### src/rtl/data_island_packet_serializer.sv
// HDMI data-island packet serializer: shadows one header plus four subpackets on
// accept and emits them over 32 pixel clocks, appending BCH parity on the fly.
module data_island_packet_serializer (
  input  logic         clk_pixel,
  input  logic         reset,
  input  logic         start,
  input  logic [23:0]  header,
  input  logic [223:0] sub,
  output logic [8:0]   packet_data,
  output logic         packet_valid,
  output logic         packet_last,
  output logic         busy,
  output logic         start_dropped
);

  typedef enum logic {IDLE, SEND} state_t;

  state_t      state_q, state_d;
  logic [4:0]  cnt_q, cnt_d;
  logic [23:0] hdr_q, hdr_d;
  logic [55:0] sub_q [4];
  logic [55:0] sub_d [4];
  logic [7:0]  par_q [5];
  logic [7:0]  par_d [5];
  logic        drop_q, drop_d;
  logic        accept;

  function automatic logic [7:0] bch_step(input logic [7:0] p, input logic d);
    logic fb;
    fb = p[0] ^ d;
    return {1'b0, p[7:1]} ^ (fb ? 8'h83 : 8'h00);
  endfunction

  assign accept = start && ((state_q == IDLE) || (cnt_q == 5'd31));

  always_ff @(posedge clk_pixel) begin
    if (reset) begin
      state_q <= IDLE;
      cnt_q   <= '0;
      hdr_q   <= '0;
      drop_q  <= 1'b0;
      for (int unsigned k = 0; k < 4; k++) sub_q[k] <= '0;
      for (int unsigned k = 0; k < 5; k++) par_q[k] <= '0;
    end else begin
      state_q <= state_d;
      cnt_q   <= cnt_d;
      hdr_q   <= hdr_d;
      drop_q  <= drop_d;
      for (int unsigned k = 0; k < 4; k++) sub_q[k] <= sub_d[k];
      for (int unsigned k = 0; k < 5; k++) par_q[k] <= par_d[k];
    end
  end

  always_comb begin
    state_d = state_q;
    cnt_d   = cnt_q;
    hdr_d   = hdr_q;
    drop_d  = start && (state_q == SEND) && (cnt_q != 5'd31);
    for (int unsigned k = 0; k < 4; k++) sub_d[k] = sub_q[k];
    for (int unsigned k = 0; k < 5; k++) par_d[k] = par_q[k];

    case (state_q)
      IDLE: if (start) state_d = SEND;
      SEND: begin
        cnt_d = cnt_q + 5'd1;
        if (cnt_q == 5'd31 && !start) state_d = IDLE;
      end
      default: state_d = IDLE;
    endcase

    if (accept) begin
      cnt_d = '0;
      hdr_d = header;
      for (int unsigned k = 0; k < 4; k++) begin
        sub_d[k] = sub[56*k +: 56];
      end
      for (int unsigned k = 0; k < 5; k++) par_d[k] = '0;
    end else if (state_q == SEND) begin
      // Parity freezes once the data bits are exhausted so the parity phase reads a stable register.
      if (cnt_q < 5'd24) par_d[0] = bch_step(par_q[0], hdr_q[cnt_q]);
      if (cnt_q < 5'd28) begin
        for (int unsigned k = 0; k < 4; k++) begin
          par_d[k+1] = bch_step(bch_step(par_q[k+1], sub_q[k][{cnt_q, 1'b0}]),
                                sub_q[k][{cnt_q, 1'b1}]);
        end
      end
    end
  end

  always_comb begin
    packet_data  = '0;
    packet_valid = 1'b0;
    packet_last  = 1'b0;
    if (state_q == SEND) begin
      packet_valid = 1'b1;
      packet_last  = (cnt_q == 5'd31);
      packet_data[0] = (cnt_q < 5'd24) ? hdr_q[cnt_q] : par_q[0][cnt_q[2:0]];
      for (int unsigned k = 0; k < 4; k++) begin
        if (cnt_q < 5'd28) begin
          packet_data[1+k] = sub_q[k][{cnt_q, 1'b0}];
          packet_data[5+k] = sub_q[k][{cnt_q, 1'b1}];
        end else begin
          packet_data[1+k] = par_q[k+1][{cnt_q[1:0], 1'b0}];
          packet_data[5+k] = par_q[k+1][{cnt_q[1:0], 1'b1}];
        end
      end
    end
  end

  assign busy          = packet_valid;
  assign start_dropped = drop_q;

endmodule

### config.mk
export PLATFORM = sky130hd
export DESIGN_NAME = data_island_packet_serializer
export DESIGN_NICKNAME = d
export VERILOG_FILES = /design/src/rtl/data_island_packet_serializer.sv
export SDC_FILE = /design/constraint.sdc
export NUM_CORES = 1
export LEC_CHECK = 0
export BUFFER_PORTS_ARGS = -buffer_cell sky130_fd_sc_hd__buf_2
export CAP_MARGIN = 15
export CELL_PAD_IN_SITES_DETAIL_PLACEMENT = 0
export CELL_PAD_IN_SITES_GLOBAL_PLACEMENT = 2
export CORE_MARGIN = 4
export CORE_UTILIZATION = 29
export CTS_BUF_LIST = sky130_fd_sc_hd__clkbuf_16
export DETAILED_ROUTE_END_ITERATION = 7
export PLACE_DENSITY_LB_ADDON = 0.1
export REMOVE_ABC_BUFFERS = 1
export SYNTH_ARGS = -nofsm -noshare
export SYNTH_HDL_FRONTEND = slang
export SYNTH_SLANG_ARGS = --single-unit
### constraint.sdc
create_clock -name clk_pixel -period 2.55 [get_ports clk_pixel]
set_input_delay 0.255 -clock clk_pixel [delete_from_list [all_inputs] [get_ports clk_pixel]]
set_output_delay 0.255 -clock clk_pixel [all_outputs]
set_load 0.01 [all_outputs]
==> metrics.md <==
| Metric | Value |
|---|---|
| Status | complete, but fails checks |
| Failing checks | negative setup slack |
| Htree depth | 2 |
| Cell Area, Synth | 12800 um2 |
| Slew @ Worst Pin | 721 ps |
| Kind of critical path | register to output port |
| Slew Viols, Final | 0 |
| Nets | 2296 |
| PD cells | 591 nW/um2 |
| HP Class | input pin to register |
| Max_slew headroom | a little over 50% |
| Die area | 47700 um2 |
| Reg-to-Reg Start | cnt_q[0] |
| CTS buffer count | 37 |
| Sequential Area | just under 6000 um2 |
| Leakage power | 7.66 nW |
| DIE WIDTH | 218 um |
| Hold-critical path depth | 3 |
| Post-route insts no fill | ~2700 |
| CTS clk-pin slew, worst paths | 60 ps |
| Max incr delay on CP | ~500 ps |
| Fillers | 4392 |
| HPWL after DPL | 31200 um |
| DR iter-0 viols | 648 |
| VDD IR-drop max | 0.396 mV |
| DRC violations left | 0 |
| GP Congestion | 0.777 |
| Via count | 12200 |
| Placed cell areas | 15400 um2 |
| Clk sink count | 295 |
| Setup Skew | around 14 ps |
| Critical Path, Cell by Cell | buf_4, mux4_2, mux2_2, a32oi_2, nand3_2, a21oi_1, buf_4, nor2b_1, buf_2 |
| Largest net degree at the start of global routing | 130 |
| WP data required | 2300 ps |
| Worst-Skew Late Latency | 530 ps |
| Number of antenna violations at the first check in global routing | 0 |
| FF-to-FF setup slack | -280 ps |
| Vias per Instance | 4.60 |
| Synth top cells by count | nand2_1, dfxtp_1, a21oi_1 |
| Fraction of final layout cells sized beyond drive strength 1 | 27.7% |
| Final Hold Violating Endpoints | 0 |
| FF+latch count, synth | slightly below 300 |
| Slowest CP cell | mux4_2 |
| Avg WL per Cell | roughly 17 um |
| Sequential share of the synthesized area | 46.0% |
| Multi-input logic area | 6810 um2 |
| CP Capture Type | output port |
| Worst Path Max Fanout | 4 |
| Antenna viol nets, final | 0 |
| Syn_area_per_cell | 8.42 um2 |
| Total Wirelength | about 45000 um |
| Post-Route Setup TNS | -3260 ps |
| Chip Height | about 220 um |
| Synth top area share | a little under half |
| Core area | between 40000 and 50000 um2 |
| TritonCTS clock tree | yes |
| Layout area overhead | 52.0% |
| Cell taking the most area after synthesis | dfxtp_1 |
| Max clock buf depth | 3 |
| Worst path most repeated cell | buf_4 |
| Crit path DAT | 2650 ps |
| Final period util | 114% |
| Max-Cap Viols | 0 |
| Register-to-Register Path Depth | 13 |
| Worst setup path end | packet_data[1] |
| N_diodes | 0 |
| Crit Reg-Reg Endpoint | par_q[0][25] |
| Io pins | about 260 |
| First-pass GRT wire length | 70200 um |
| Most common cell in the netlist | nand2_1 |
| Post-layout util | 45.0% |
| CP Launch Point | cnt_q[0] |
| Synthesis Warnings | 0 |
| Placed cells | 2337 |
| TritonRoute pass-1 iters | 5 |
| RSZ-0062 raised after global routing | yes |
| Post-synth EDFFs | 0 |
| Finish-stage setup viols | 13 |
| Root Buffer Master | clkbuf_16 |
| Top_reg_cell synth | dfxtp_1 |
| Yosys cell types | 48 |
| Post-Synthesis Cells | 1524 |
| Vias in the first global route | 12500 |
| Asr flop ratio synth | 0% |
| Site Rows | 76 |
| Total Routing Usage GR | 18.5% |
| Final instance area | 19500 um2 |
| Initial Utilization | 29.6% |
| Power, Total | ~0.012 W |
| Largest cells by area after synthesis | dfxtp_1, nand2_1, a21oi_1 |
| Fmax | 344 MHz |
| Total congestion overflow | 0 |
| # port buffers | 263 |
| Startpoint types | register |
| Worst setup margin | -358 ps |
| Fin crit period | 2910 ps |
## worst min-delay path by stage
stage	start	endpoint	slack (ps)
global placement	sub_q[0][97]	sub_q[0][97]	440
CTS	sub[168]	sub_q[0][168]	0.1
floorplan	reset	hdr_q[0]	320
finish	sub[151]	sub_q[0][151]	10
detailed placement	sub_q[0][159]	sub_q[0][159]	440
global route	sub[29]	sub_q[0][29]	8
## flip-flops by register name, summed over array words and instances, names as in the netlist
register / count
sub_q: 224
par_q: 40
hdr_q: 24
cnt_q: 5
start_dropped: 1
state_q: 1
## power breakdown
part | internal (W) | leakage, nW | total (W) | switching, W
combinational | 0.000958 | 4.67 | 0.00178 | 0.000820
sequential | 0.00485 | 2.42 | 0.00498 | 0.000133
clock | 0.00274 | 0.578 | 0.00477 | 0.00203
## routing by layer
metal	up-vias	GRT usage [%]	share of wire (%)
met4	0	4.19	1.9
li1	6205	-	-
met5	-	0	0
met1	5732	24.8	46
met3	56	2.43	3.4
met2	213	31.9	49
## layout make-up
type	count	area share, %
multi-input combinational	1104	34.9
sequential	295	30.3
timing repair buffer	602	25.3
clock buffer	39	5.00
tap	585	3.75
clock inverter	27	0.597
inverter	3	0.0577
## worst max-delay path, delay by kind of cell, from the launching register on
family	cells	cell delay (ps)
AND/OR/NAND/NOR	2	200
AO/OA/AOI/OAI	2	360
multiplexers	2	780
flip-flops	1	360
buffers and inverters	3	430
## cells by family (layout without fill, tap and decap cells)
group / after synthesis / count (layout) / share of synthesized area, %
adders and majority gates: 2 / 2 / 0.195
AOI/OAI and AO/OA: 349 / 349 / 14.8
xor gates and xnor gates: 31 / 31 / 2.44
buffers and inverters: 125 / 671 / 4.13
DFF: 295 / 295 / 46.0
muxes: 98 / 98 / 13.4
and+or+nand+nor: 624 / 624 / 19.1
## per-stage QoR
stage | hold WS, ps | setup slack [ps]
6_report | 10.2 | -358
5_1_grt | 7.70 | -442
4_1_cts | 0.126 | -384
3_5_place_dp | 443 | -311
3_3_place_gp | 439 | -294
2_1_floorplan | 324 | -6660
## repair_timing
action / 4_1_cts / 5_1_grt
gates resized for setup: 57 / 41
endpoints found under the setup margin: 47 / 69
hold buffers: 210 / 3
buffers inserted: 29 / 13
hold endpoints to repair: 210 / 3
cloned: 1 / 0
pin swaps: 25 / 20
## placed cells by master, fill, tap and decap left out, types with 11 or more instances in the layout
master / Yosys / final
a21oi_1: 287 / 282
mux4_2: 57 / 57
dfxtp_1: 295 / 291
buf_2: 13 / 257
o21ai_1: 11 / 11
inv_1: 2 / 13
mux2_2: 19 / 16
nand2_1: 566 / 564
mux2i_1: 22 / 20
buf_4: 6 / 78
buf_12: 0 / 32
buf_6: 3 / 17
clkbuf_16: 0 / 39
dlygate4sd3_1: 0 / 213
nor2_1: 18 / 17
xor2_1: 17 / 11
(Power assumes the default switching activity.)
